[src/rtl/game_ctl.sv]
// Screen sequencer for the VGA shooting game: IDLE/WAIT/PLAY/SCORE, target spawn, hit scoring, round timer.
// Optional macro SCORE_AUTO_RETURN_EN: SCORE returns to IDLE on its own after SCORE_FRAMES ticks.
module game_ctl #(
    parameter int unsigned ROUND_FRAMES  = 1800,
    parameter int unsigned TARGET_FRAMES = 45,
    parameter int unsigned TARGET_SIZE   = 32
`ifdef SCORE_AUTO_RETURN_EN
    , parameter int unsigned SCORE_FRAMES = 300
`endif
) (
    input  logic        pclk,
    input  logic        rst,
    input  logic        vsync,
    input  logic        play_clicked,
    input  logic        uart_start,
    input  logic        mouse_left,
    input  logic [11:0] mouse_xpos,
    input  logic [11:0] mouse_ypos,
    input  logic [9:0]  hor_ran,
    input  logic [9:0]  ver_ran,
    output logic [1:0]  state,
    output logic [10:0] target_x,
    output logic [10:0] target_y,
    output logic        target_valid,
    output logic [15:0] my_score,
    output logic [10:0] frames_left,
    output logic        round_done
);

    typedef enum logic [1:0] {
        S_IDLE  = 2'b00,
        S_WAIT  = 2'b01,
        S_PLAY  = 2'b10,
        S_SCORE = 2'b11
    } state_e;

    localparam int unsigned AGE_W     = $clog2(TARGET_FRAMES + 1);
    localparam logic [AGE_W-1:0] AGE_MAX = AGE_W'(TARGET_FRAMES - 1);
    localparam logic [AGE_W-1:0] AGE_ONE = AGE_W'(1);
    localparam logic [11:0] SIZE12    = 12'(TARGET_SIZE);
    localparam logic [9:0]  SIZE10    = 10'(TARGET_SIZE);
    localparam logic [9:0]  X_LIM     = 10'(1024 - TARGET_SIZE);
    localparam logic [9:0]  Y_LIM     = 10'(768 - TARGET_SIZE);
    localparam logic [10:0] ROUND_LEN = 11'(ROUND_FRAMES);
`ifdef SCORE_AUTO_RETURN_EN
    localparam int unsigned SC_W = $clog2(SCORE_FRAMES + 1);
    localparam logic [SC_W-1:0] SC_MAX = SC_W'(SCORE_FRAMES - 1);
    localparam logic [SC_W-1:0] SC_ONE = SC_W'(1);
`endif

    state_e             state_q, state_d;
    logic               vsync_q, ml_q;
    logic [10:0]        target_x_q, target_x_d;
    logic [10:0]        target_y_q, target_y_d;
    logic               valid_q, valid_d;
    logic [15:0]        score_q, score_d;
    logic [10:0]        frames_q, frames_d;
    logic               round_done_q, round_done_d;
    logic [AGE_W-1:0]   age_q, age_d;
    logic               pend_q, pend_d;
`ifdef SCORE_AUTO_RETURN_EN
    logic [SC_W-1:0]    sc_cnt_q, sc_cnt_d;
`endif

    logic tick_c, click_c, in_x_c, in_y_c, hit_c;

    // BCD increment of a 4-digit value; caller handles saturation
    function automatic logic [15:0] bcd_inc(input logic [15:0] v);
        logic [15:0] r;
        logic        c;
        r = v;
        c = 1'b1;
        for (int i = 0; i < 4; i++) begin
            if (c) begin
                if (r[i*4 +: 4] == 4'd9) begin
                    r[i*4 +: 4] = 4'd0;
                end else begin
                    r[i*4 +: 4] = r[i*4 +: 4] + 4'd1;
                    c = 1'b0;
                end
            end
        end
        return r;
    endfunction

    assign tick_c  = vsync & ~vsync_q;
    assign click_c = mouse_left & ~ml_q;
    assign in_x_c  = (mouse_xpos >= 12'(target_x_q)) && (mouse_xpos < 12'(target_x_q) + SIZE12);
    assign in_y_c  = (mouse_ypos >= 12'(target_y_q)) && (mouse_ypos < 12'(target_y_q) + SIZE12);
    assign hit_c   = click_c & valid_q & in_x_c & in_y_c;

    always_comb begin
        state_d      = state_q;
        target_x_d   = target_x_q;
        target_y_d   = target_y_q;
        valid_d      = valid_q;
        score_d      = score_q;
        frames_d     = frames_q;
        round_done_d = 1'b0;
        age_d        = age_q;
        pend_d       = pend_q;
`ifdef SCORE_AUTO_RETURN_EN
        sc_cnt_d     = sc_cnt_q;
`endif
        case (state_q)
            S_IDLE: begin
                if (play_clicked) state_d = S_WAIT;
            end
            S_WAIT: begin
                if (uart_start) begin
                    state_d  = S_PLAY;
                    frames_d = ROUND_LEN;
                    score_d  = 16'h0000;
                    valid_d  = 1'b0;
                    pend_d   = 1'b1;
                    age_d    = '0;
                end
            end
            S_PLAY: begin
                if (hit_c) begin
                    if (score_q != 16'h9999) score_d = bcd_inc(score_q);
                    valid_d = 1'b0;
                    pend_d  = 1'b1;
                end
                if (tick_c) begin
                    if (frames_q == 11'd1) begin
                        state_d      = S_SCORE;
                        frames_d     = 11'd0;
                        round_done_d = 1'b1;
                        valid_d      = 1'b0;
                        pend_d       = 1'b0;
`ifdef SCORE_AUTO_RETURN_EN
                        sc_cnt_d     = '0;
`endif
                    end else begin
                        if (frames_q != 11'd0) frames_d = frames_q - 11'd1;
                        // a hit on this cycle already owns valid/pend
                        if (!hit_c) begin
                            if (pend_q) begin
                                target_x_d = (hor_ran >= X_LIM) ? 11'(hor_ran - SIZE10) : 11'(hor_ran);
                                target_y_d = (ver_ran >= Y_LIM) ? 11'(ver_ran - 10'd256) : 11'(ver_ran);
                                valid_d    = 1'b1;
                                pend_d     = 1'b0;
                                age_d      = '0;
                            end else if (valid_q) begin
                                if (age_q == AGE_MAX) begin
                                    valid_d = 1'b0;
                                    pend_d  = 1'b1;
                                end else begin
                                    age_d = age_q + AGE_ONE;
                                end
                            end
                        end
                    end
                end
            end
            S_SCORE: begin
`ifdef SCORE_AUTO_RETURN_EN
                if (play_clicked) begin
                    state_d = S_IDLE;
                end else if (tick_c) begin
                    if (sc_cnt_q == SC_MAX) state_d = S_IDLE;
                    else                    sc_cnt_d = sc_cnt_q + SC_ONE;
                end
`else
                if (play_clicked) state_d = S_IDLE;
`endif
            end
            default: state_d = S_IDLE;
        endcase
    end

    always_ff @(posedge pclk) begin
        if (rst) begin
            state_q      <= S_IDLE;
            vsync_q      <= 1'b0;
            ml_q         <= 1'b0;
            target_x_q   <= 11'd0;
            target_y_q   <= 11'd0;
            valid_q      <= 1'b0;
            score_q      <= 16'h0000;
            frames_q     <= 11'd0;
            round_done_q <= 1'b0;
            age_q        <= '0;
            pend_q       <= 1'b0;
`ifdef SCORE_AUTO_RETURN_EN
            sc_cnt_q     <= '0;
`endif
        end else begin
            state_q      <= state_d;
            vsync_q      <= vsync;
            ml_q         <= mouse_left;
            target_x_q   <= target_x_d;
            target_y_q   <= target_y_d;
            valid_q      <= valid_d;
            score_q      <= score_d;
            frames_q     <= frames_d;
            round_done_q <= round_done_d;
            age_q        <= age_d;
            pend_q       <= pend_d;
`ifdef SCORE_AUTO_RETURN_EN
            sc_cnt_q     <= sc_cnt_d;
`endif
        end
    end

    assign state        = state_q;
    assign target_x     = target_x_q;
    assign target_y     = target_y_q;
    assign target_valid = valid_q;
    assign my_score     = score_q;
    assign frames_left  = frames_q;
    assign round_done   = round_done_q;

endmodule

[config.mk]
export PLATFORM = sky130hd
export DESIGN_NAME = game_ctl
export DESIGN_NICKNAME = d
export VERILOG_FILES = /design/src/rtl/game_ctl.sv
export SDC_FILE = /design/constraint.sdc
export NUM_CORES = 1
export LEC_CHECK = 0
export ABC_AREA = 1
export CORE_MARGIN = 2
export CORE_UTILIZATION = 45
export DETAILED_ROUTE_END_ITERATION = 6
export DONT_BUFFER_PORTS = 1
export GPL_TIMING_DRIVEN = 0
export SKIP_CTS_REPAIR_TIMING = 1
export SYNTH_ARGS = -nofsm -noshare
export SYNTH_HDL_FRONTEND = slang
export SYNTH_SLANG_ARGS = --single-unit
[constraint.sdc]
create_clock -name pclk -period 3.45 [get_ports pclk]
set_clock_uncertainty 0.2 [all_clocks]
set_input_delay 0.69 -clock pclk [delete_from_list [all_inputs] [get_ports pclk]]
set_output_delay 0.69 -clock pclk [all_outputs]
set_load 0.1 [all_outputs]
## Word level (Yosys, flattened, before mapping)

Cells that the tools add are included.

- $add $sub $neg: 10
- Magnitude comparators: 6
- Equality and inequality tests: 25
- Multiplexer cells: 65
- Bitwise gates (word level): 11
- Reductions and logical operators: 15

Operators by type and width:

| cell | number |
|---|---|
| $mux 11 | 6 |
| $mux 16 | 3 |
| $mux 6 | 7 |
| $pmux 16 s2 | 1 |
| $mux 1 | 31 |
| $mux 4 | 7 |
| $reduce_and 5->1 | 5 |
| $add 11x6->12 const B | 2 |
| $ge 12x11->1 | 2 |
| $lt 12x12->1 | 2 |
| $ne 2x2->1 const B | 12 |
| $pmux 11 s2 | 1 |
| $ge 10x10->1 const B | 2 |
| $add 4x1->4 const B | 4 |
| $eq 4x4->1 const B | 4 |
| $ne 16x16->1 const B | 1 |
| $pmux 6 s2 | 1 |
| $eq 11x1->1 const B | 1 |
| $reduce_bool 11->1 | 1 |
| $sub 10x6->11 const B | 1 |
| $sub 10x9->11 const B | 1 |
| $sub 11x1->11 const B | 1 |
| $mux 2 | 5 |
| $ne 3x3->1 const B | 3 |
| other kinds (15) | 28 |

- Flip-flop bits (word level): 62
- Input port bits: 50
- Word-level logic and storage cells: 146

## Longest topological paths before layout

Gate-level depths: netlist of the first run.

- Word-level depth: 19
- Depth in mapped cells: 19

## Worst setup path after synthesis of the first run

No wires, ideal clock.

- Path type: reg2reg
- Start point: register target_y_q[5], in the netlist target_y[5]
- End point: register age_q[0]
- Setup time: 0.115 ns
- Arrival: 2.964 ns
- Setup slack: 0.171 ns
- Cell stages (with the launch flop): 19
- Buffers on the path: 1
- Period minus slack after synthesis: 3.279 ns
- Cells stage by stage: dfxtp_1 ha_1 nand3_1 nor2_1 nand2_1 ha_1 nand2_1 inv_1 nand3_1 inv_1 nand2_1 nand3_2 nor2_2 nand2_4 nand2_2 nand2_2 buf_6 a21oi_1 nor2_1

- Word-level cells in the longest chain between the ends: 6

RTL lines:

| element | line | RTL |
|---|---|---|
| start, declared | 54 | `logic [10:0] target_y_q, target_y_d;` |
| start signal, assigned | 194 | `target_y_q <= target_y_d;` |
| $add 11x6->12 | 89 | `assign in_y_c = (mouse_ypos >= 12'(target_y_q)) && (mouse_ypos < 12'(target_y_q) + SIZE12);` |
| $lt 12x12->1 | 89 |  |
| $logic_and 1x1->1 * | 89 |  |
| $and 1x1->1 * | 90 | `assign hit_c = click_c & valid_q & in_x_c & in_y_c;` |
| $ne 2x2->1 (no line) * | - |  |
| $reduce_and 7->1 (no line) * | - |  |
| end signal, assigned | 199 | `age_q <= age_d;` |
| end, declared | 59 | `logic [AGE_W-1:0] age_q, age_d;` |

Mark *: on every way between the ends. The rest lies on a longest branch, timed or not.
A chain may end at the register's enable or synchronous reset.

## Final worst setup path of the first run

- Start point: register target_x_q[10], in the netlist target_x[10]
- End point: register target_y_q[10], in the netlist target_y[10]

- Word-level cells in the longest chain between the ends: 7

RTL lines:

| element | line | RTL |
|---|---|---|
| start, declared | 53 | `logic [10:0] target_x_q, target_x_d;` |
| start signal, assigned | 193 | `target_x_q <= target_x_d;` |
| $add 11x6->12 | 88 | `assign in_x_c = (mouse_xpos >= 12'(target_x_q)) && (mouse_xpos < 12'(target_x_q) + SIZE12);` |
| $lt 12x12->1 | 88 |  |
| $logic_and 1x1->1 * | 88 |  |
| $and 1x1->1 * (2 in series) | 90 |  |
| $not 1->1 (no line) * | - |  |
| $reduce_and 5->1 (no line) * | - |  |

Marked as above.

==> impl_metrics.tcl, run 1 <==
set metrics [dict create \
    die_w_um 105.3 \
    synthArstFlopShare_pct 0 \
    outcome "finished clean" \
    slew-limit-headroom_pct 22.60 \
    clock_sink_count 62 \
    met3_usage_pct 5.442 \
    fillers 968 \
    hold_slack_ps 210.8 \
    use_met2_pct 35.90 \
    first_pass_iters 4 \
    drive_gt1_share_pct 10.87 \
    antenna_found_initial 1 \
    grt_use_met1_pct 23.27 \
    slowest_delay_ps 990 \
    power_leakage_nw 2.285 \
    yosysSeqAreaShare_pct 26.85 \
    hpwl_um 8721 \
    yosysTopAreaCell "dfxtp_1" \
    place_area_um2 4788 \
    instances_no_fill 815 \
    synth_nets 774 \
    hp-class "input port to flop" \
    min-delay-start "rst" \
    grt_pass1_wl_um 18380 \
    fp.coreArea_um2 9864 \
    syn_inst 665 \
    ys_warn_count 0 \
    crit_top_cell "inv_1" \
    period_share_pct 93.66 \
    synth_top_cells_by_area "dfxtp_1 (27%), ha_1 (16%), nand2_1 (11%), inv_1 (7.8%), nor2_1 (5.5%)" \
    finalCriticalPeriod_ps 3231 \
    finalSetupViolations 0 \
    wl_per_cell_um 13.32 \
    max-cap-violations 0 \
    cp_cell_sequence "inv_1 > xor2_1 > ha_1 > nand4_1 > inv_1 > nand2_1 > nand3_2 > nor2_2 > nand2_4 > nand2_4 > buf_6 > inv_1 > nand3_1 > a21oi_1" \
    crit_path_start_kind "flop" \
    routabilityCongestion 0.8361 \
    std_cell_rows 36 \
    tns_ps 0 \
    synthFlopType "dfxtp_1" \
    ant_nets 0 \
    tightestPinTransition_ps 1159 \
    end_kind "flop" \
    powerDensity_nw_per_um2 961.9 \
    synth.top_cell.area_share_pct 26.85 \
    cts_root_buf "clkbuf_8" \
    port_buffers 0 \
    drt-vias-per-instance 5.090 \
    worstPathRequired_ps 3450 \
    cp.arrival_ps 3230 \
    final_util_pct 50.77 \
    grtUsageTotal_pct 20.17 \
    area_growth_pct 8.365 \
    path_max_fanout 10 \
    nNetsFinal 785 \
    initial_utilization_pct 46.85 \
    max-vdd-ir-drop_v 0.0005979 \
    drt_iter0_drc 169 \
    pin_count 103 \
    synth_edf_count 0 \
    pre_cts_ws_ps -168.3 \
    ctsHtreeMaxLevel 3 \
    p_total_mw 4.817 \
    clk-insertion-delay-late_ps 350 \
    clockBufferDepth 2 \
    yosys_register_bits 62 \
    synth_cell_types 43 \
    syn_area_per_cell_um2 6.950 \
    hold_viol_final 0 \
    grt_overflow 0 \
    grt_busiest_layer "met2" \
    critPathSlowestCell "dfxtp_1" \
    design_area_um2 5009 \
    design.die.area_um2 11100 \
    worstReg2RegStart "target_x[10]$_SDFFE_PP0P_" \
    dp.cells 798 \
    cts_buffers 9 \
    grt_max_degree 11 \
    grt_setup_unrepaired "no" \
    routed_wl_um 10860 \
    path_clk_slew_ps 70 \
    syn_area_um2 4622 \
    num_vias 4148 \
    setup_slack_ps 218.9 \
    max_freq_mhz 309.5 \
    die_h_um 105.3 \
    drc 0 \
    maxSlewViolCount 0 \
    first_global_vias 4091 \
    crit_type "flop to flop" \
    crit_path_start "target_x[10]$_SDFFE_PP0P_" \
    cts_tree "done" \
]
## Yosys cell counts (2+ instances only)
library cell,number
a211oi_1,2
a21oi_1,50
a31oi_1,3
and3_1,2
buf_2,3
buf_4,3
buf_6,4
clkbuf_1,5
dfxtp_1,62
ha_1,59
inv_1,96
inv_2,6
nand2_1,133
nand2_2,5
nand2_4,2
nand3_1,42
nand3_2,10
nand3b_1,2
nand4_1,14
nor2_1,68
nor2_2,3
nor2_4,5
nor3_1,19
o21ai_0,27
o21ai_1,3
or2_1,2
xnor2_1,5
xor2_1,15
## layout make-up
type / count / area (µm²) / share of cell area (%)
antenna: 1 / 2.502 / 0.04996
buffer: 16 / 105.1 / 2.098
clock buffer: 12 / 155.1 / 3.098
clock inverter: 4 / 45.04 / 0.8993
inverter: 103 / 386.6 / 7.719
multi-input combinational: 484 / 2889 / 57.68
sequential: 62 / 1259 / 25.13
tap: 133 / 166.4 / 3.323
## path summary, 6_finish.rpt
check | endpoint | slack, ps | cells past startpoint
worst max register to register | target_y[10]$_SDFFE_PP0P_ | 220 | 14
worst min-delay path | frames_left[0]$_SDFFE_PP0P_ | 210 | 1
worst min register to register | age_q[5]$_SDFFE_PP0P_ | 340 | 2
worst max-delay path | target_y[10]$_SDFFE_PP0P_ | 220 | 14
## routing by layer
metal / part of all wire (%) / vias to the layer above / wire (µm)
met5: 0 / - / 0
met4: 1.4 / 0 / 150
met3: 6.0 / 12 / 655
met2: 48 / 83 / 5244
met1: 44 / 1875 / 4807
li1: - / 2178 / -
## sequential cells by signal, indices dropped and copies added, names as in the netlist
name / cells
age_q: 6
target_x: 11
target_y: 11
round_done: 1
target_valid: 1
my_score: 16
ml_q: 1
vsync_q: 1
frames_left: 11
state: 2
pend_q: 1
## worst max-delay path: cells and delay by family, from the launching register on
kind                     cells  cell delay (ps)
buffers and inverters        4              510
adder cells (fa/ha/maj)      1              300
AO/OA/AOI/OAI                1               60
AND/OR/NAND/NOR              7              810
flip-flops                   1              990
XOR/XNOR                     1              220
## cell families (layout without fill, tap and decap cells)
group,after synthesis,count (layout),share of synthesized area [%]
AOI/OAI and AO/OA,93,93,10.96
xor gates and xnor gates,20,20,3.790
adders and majority gates,59,59,15.97
buffers and inverters,119,135,10.64
DFF,62,62,26.85
muxes,1,1,0.2166
other,0,1,0
and+or+nand+nor,311,311,31.56
## placed cells by master (no fill, tap or decap), drive strengths merged, types with 4 or more instances in the layout
cell type,instances
buf,11
clkbuf,17
nor2,76
o21ai,32
clkinv,4
nand4,14
nand2,141
inv,102
nand3,52
dfxtp,62
a21oi,51
xor2,15
xnor2,5
ha,59
nor3,20
## power breakdown
| group | leakage [nW] | internal (mW) | total, mW | switching, mW |
|---|---|---|---|---|
| Clock | 0.106 | 0.370 | 0.656 | 0.286 |
| Combinational | 1.67 | 0.720 | 1.91 | 1.19 |
| Sequential | 0.512 | 0.912 | 2.25 | 1.34 |
Power figures use the tool's default switching activity.
==> run 2, diff against run 1 <==
--- a/config.mk
+++ b/config.mk
@@ -10,7 +10,7 @@
 export CORE_UTILIZATION = 45
 export DETAILED_ROUTE_END_ITERATION = 6
 export DONT_BUFFER_PORTS = 1
-export GPL_TIMING_DRIVEN = 0
+export HOLD_SLACK_MARGIN = 0.03
 export SKIP_CTS_REPAIR_TIMING = 1
 export SYNTH_ARGS = -nofsm -noshare
 export SYNTH_HDL_FRONTEND = slang
==> run 2 against run 1 <==
  * Sequential share of layout area decreased by 1.5 points
  * Largest power group is now combinational cells
  * Combinational power increased by 71%
  * Total power increased by 0.15%
  * Flip-flop and latch count unchanged
  * Routed wire length decreased by 0.41%
  * Maximum frequency increased by 9.8%
  * Highest routed layer unchanged
  * Sequential power decreased by 55%
  * Hold slack got worse by 9.7 ps
  * Cell count increased by 4.3%
  * Die area unchanged
  * Clock power decreased by 17%
==> impl_metrics.tcl, run 2 (same netlist as run 1, synthesis figures left out) <==
set metrics [dict create \
    outcome "finished clean" \
    slew-limit-headroom_pct 38.17 \
    first_pass_iters 4 \
    antenna_cells 0 \
    drt-vias-per-instance 4.980 \
    initial_utilization_pct 46.85 \
    die_w_um 105.3 \
    layout_common_cells "nand2_1 (133), inv_1 (96), nor2_1 (68)" \
    cp.arrival_ps 2980 \
    grt_max_degree 41 \
    design_area_um2 5244 \
    cts_root_buf "clkbuf_8" \
    hpwl_um 8543 \
    nNetsFinal 823 \
    ant_nets 0 \
    num_vias 4233 \
    tns_ps 0 \
    power_leakage_nw 2.488 \
    crit_type "flop to flop" \
    grt_overflow 0 \
    end_kind "flop" \
    grtUsageTotal_pct 20.35 \
    finalSetupViolations 0 \
    powerDensity_nw_per_um2 920.1 \
    pin_count 103 \
    std_cell_rows 36 \
    final_common_cell "nand2_1" \
    clockBufferDepth 2 \
    port_buffers 0 \
    clk-insertion-delay-late_ps 350 \
    drt_iter0_drc 166 \
    path_clk_slew_ps 70 \
    max-cap-violations 0 \
    routabilityCongestion 0.8058 \
    die_h_um 105.3 \
    drc 0 \
    cts_buffers 9 \
    fillers 983 \
    crit_path_start_kind "flop" \
    period_share_pct 85.31 \
    hold_viol_final 0 \
    max-vdd-ir-drop_v 0.0005970 \
    cts_tree "done" \
    routed_wl_um 10810 \
    worstPathRequired_ps 3490 \
    finalCriticalPeriod_ps 2943 \
    grt_setup_unrepaired "no" \
    antenna_found_initial 0 \
    maxSlewViolCount 0 \
    grt_pass1_wl_um 18490 \
    largest_reg_flops 16 \
    hp-class "input port to flop" \
    ctsHtreeMaxLevel 3 \
    wl_per_cell_um 12.72 \
    tightestPinTransition_ps 926.2 \
    drive_gt1_share_pct 14.37 \
    path_max_fanout 40 \
    place_area_um2 5089 \
    clock_sink_count 62 \
    fp.coreArea_um2 9864 \
    hold_slack_ps 201.1 \
    design.die.area_um2 11100 \
    area_growth_pct 13.45 \
    max_freq_mhz 339.7 \
    first_global_vias 4179 \
]
## run 2: path summary, 6_finish.rpt
kind	startpoint	to	slack (ps)	depth (start not counted)
min reg2reg	target_y[1]$_SDFFE_PP0P_	target_y[1]$_SDFFE_PP0P_	280	2
min	rst	my_score[2]$_SDFFE_PP0P_	200	1
max reg2reg	target_y[7]$_SDFFE_PP0P_	target_x[0]$_SDFFE_PP0P_	510	16
max	target_y[7]$_SDFFE_PP0P_	target_x[0]$_SDFFE_PP0P_	510	16
## run 2: cell type report
cell class	count	area (µm²)	share of cell area, %
Clock inverter	2	10.01	0.1909
Clock buffer	12	145.1	2.768
Multi-Input combinational cell	484	2889	55.09
Tap cell	133	166.4	3.173
Inverter	103	386.6	7.373
Sequential cell	62	1241	23.67
Timing Repair Buffer	54	405.4	7.731
## run 2: through the flow
step / instances / power, mW / utilization (%) / worst slack (ps)
2_1_floorplan: 665 / 3.769 / - / 171.1
3_3_place_gp: 836 / 4.242 / 51.59 / 589.3
3_5_place_dp: 836 / 4.292 / 51.59 / 523.7
4_1_cts: 850 / 4.866 / 53.16 / 497.9
5_1_grt: 850 / 5.234 / 53.16 / 169.3
6_report: 850 / 4.825 / 53.16 / 506.6
## run 2: power breakdown
part	internal (mW)	total, mW	switching [mW]
clock	0.270	0.546	0.276
combinational	0.841	3.27	2.43
sequential	0.910	1.01	0.102
total	2.02	4.82	2.80
## run 2: routing by layer
metal	track usage, %	up-vias	wire [µm]
met1	22.86	1900	4723
met3	6.803	12	638
met5	0	-	0
met2	36.22	79	5316
li1	-	2242	-
met4	6.190	0	135
## run 2: critical path, stage by stage (launching register included)
cell and delay, ps:
dfxtp_1 340, buf_4 310, nand3_1 180, nor2_1 130
nand2_1 60, ha_1 280, nand2_1 70, inv_1 60
nand3_1 80, o21a_1 130, nand3_1 70, nor2_2 140
nand2_4 130, nand2_4 310, inv_1 160, nor2_1 120
nor2_1 50
==> run 3, diff against run 2 <==
--- a/config.mk
+++ b/config.mk
@@ -6,11 +6,13 @@
 export NUM_CORES = 1
 export LEC_CHECK = 0
 export ABC_AREA = 1
+export CAP_MARGIN = 20
 export CORE_MARGIN = 2
 export CORE_UTILIZATION = 45
 export DETAILED_ROUTE_END_ITERATION = 6
-export DONT_BUFFER_PORTS = 1
 export HOLD_SLACK_MARGIN = 0.03
+export PLACE_DENSITY = 0.73
+export SETUP_SLACK_MARGIN = 0.15
 export SKIP_CTS_REPAIR_TIMING = 1
 export SYNTH_ARGS = -nofsm -noshare
 export SYNTH_HDL_FRONTEND = slang
==> run 3 against run 2 <==
  * Sequential power increased by 13%
  * Critical path depth stayed put
  * Combinational power is 2% lower
  * Maximum frequency up 3.3%
  * Sequential share of layout area decreased by 2.3 points
  * Via count up 6.7%
  * Highest routed layer unchanged
==> impl_metrics.tcl, run 3 (same netlist as run 1, synthesis figures left out) <==
set metrics [dict create \
    use_met2_pct 34.56 \
    outcome "finished clean" \
    critPathSlowestCell "dfxtp_1" \
    design.die.area_um2 11100 \
    first_global_vias 4181 \
    finalCriticalPeriod_ps 2851 \
    ant_nets 0 \
    p_total_mw 5.071 \
    max_freq_mhz 350.8 \
    crit_path_start_kind "flop" \
    die_w_um 105.3 \
    critPathBufInv 2 \
    end_kind "flop" \
    cp.arrival_ps 2880 \
    grt_max_degree 41 \
    grt_overflow 0 \
    worstPathRequired_ps 3480 \
    crit_path_start "target_y[7]$_SDFFE_PP0P_" \
    clockBufferDepth 2 \
    hpwl_um 8816 \
    area_growth_pct 25.69 \
    crit_type "flop to flop" \
    cts_root_buf "clkbuf_8" \
    max-vdd-ir-drop_v 0.0008580 \
    max-cap-violations 0 \
    slowest_delay_ps 440 \
    finalSetupViolations 0 \
    reg2reg_depth 16 \
    grt_use_met1_pct 26.33 \
    crit_family "simple AND/OR/NAND/NOR gates" \
    hold_slack_ps 274.8 \
    path_clk_slew_ps 70 \
    port_buffers 102 \
    met3_usage_pct 3.834 \
    hp-class "flop to flop" \
    antenna_found_initial 0 \
    powerDensity_nw_per_um2 872.8 \
    clock_sink_count 62 \
    slew-limit-headroom_pct 59.67 \
    cts_buffers 9 \
    tns_ps 0 \
    clk-insertion-delay-late_ps 350 \
    largest_reg_flops 16 \
    num_vias 4518 \
    layout_common_cells "nand2_1 (133), inv_1 (96), nor2_1 (68)" \
    routabilityCongestion 0.9293 \
    wl_per_cell_um 12.43 \
    r2r_end "target_y[0]$_SDFFE_PP0P_" \
    maxSlewViolCount 0 \
    routed_wl_um 11230 \
    std_cell_rows 36 \
    power_leakage_nw 2.718 \
    ctsHtreeMaxLevel 3 \
    reg2reg_slack_ps 600 \
    tightestPinTransition_ps 605.0 \
    final_common_cell "nand2_1" \
    drt_iter0_drc 183 \
    path_max_fanout 40 \
    cp-endpoint "target_y[0]$_SDFFE_PP0P_" \
    drive_gt1_share_pct 13.90 \
    die_h_um 105.3 \
    antenna_cells 0 \
    crit_cells 16 \
    nNetsFinal 874 \
    hold_viol_final 0 \
    pin_count 103 \
    cts_tree "done" \
    grtUsageTotal_pct 20.38 \
    grt_pass1_wl_um 18840 \
    worstReg2RegStart "target_y[7]$_SDFFE_PP0P_" \
    drc 0 \
    first_pass_iters 4 \
    grt_busiest_layer "met2" \
    cp_cell_sequence "nand3_1 > nor3_1 > xor2_1 > ha_1 > nand2_1 > inv_1 > nand2_1 > nand2_1 > nor2_1 > nand3_1 > nor2_2 > nand2_4 > nand2_4 > inv_1 > nor2_1 > nor2_1" \
    fp.coreArea_um2 9864 \
    period_share_pct 82.63 \
    drt-vias-per-instance 5.003 \
    initial_utilization_pct 46.85 \
    min-delay-start "target_x[4]$_SDFFE_PP0P_" \
    grt_setup_unrepaired "no" \
]
[run 3: worst min-delay path by stage]
stage | end | slack (ps) | cells past startpoint
after CTS | target_x[4]$_SDFFE_PP0P_ | 280 | 2
after global routing | target_x[4]$_SDFFE_PP0P_ | 310 | 2
after global placement | target_y[2]$_SDFFE_PP0P_ | 270 | 2
final | target_x[4]$_SDFFE_PP0P_ | 270 | 2
after detailed placement | target_x[4]$_SDFFE_PP0P_ | 270 | 2
after floorplan | age_q[3]$_SDFFE_PP0P_ | 300 | 2
[run 3: through the flow]
| stage | utilization, % | std cells | setup slack [ps] | instance area [µm²] |
|---|---|---|---|---|
| floorplan | - | 665 | 171.1 | 4622 |
| global placement | 56.71 | 887 | 391.5 | 5594 |
| detailed placement | 56.71 | 887 | 317.2 | 5594 |
| CTS | 58.89 | 903 | 598.3 | 5809 |
| global route | 58.89 | 903 | 242.5 | 5809 |
| finish | 58.89 | 903 | 599.3 | 5809 |
[run 3: area by class of cell]
type | count | area (µm²)
Clock inverter | 4 | 70.07
Tap cell | 133 | 166.4
Timing Repair Buffer | 105 | 910.9
Sequential cell | 62 | 1241
Fill cell | 907 | 4055
Multi-Input combinational cell | 484 | 2889
Clock buffer | 12 | 145.1
Inverter | 103 | 386.6
[run 3: layer usage]
metal  wire [µm]  part of all wire (%)  vias to the layer above
met3         578                   5.1                       10
li1            -                     -                     2347
met1        5200                    46                     2047
met5           0                     0                        -
met4          97                  0.86                        0
met2        5350                    48                      114
[run 3: worst min-delay path: cells and delay by family, from the launching register on]
family,cells,cell delay [ps]
buffers and inverters,1,70
DFF,1,310
AOI/OAI and AO/OA,1,50
[run 3: where the power goes]
group / total (mW) / switching, mW / internal [mW]
Clock: 0.716 / 0.291 / 0.425
Combinational: 3.21 / 2.32 / 0.890
Sequential: 1.14 / 0.231 / 0.912
Total: 5.07 / 2.84 / 2.23
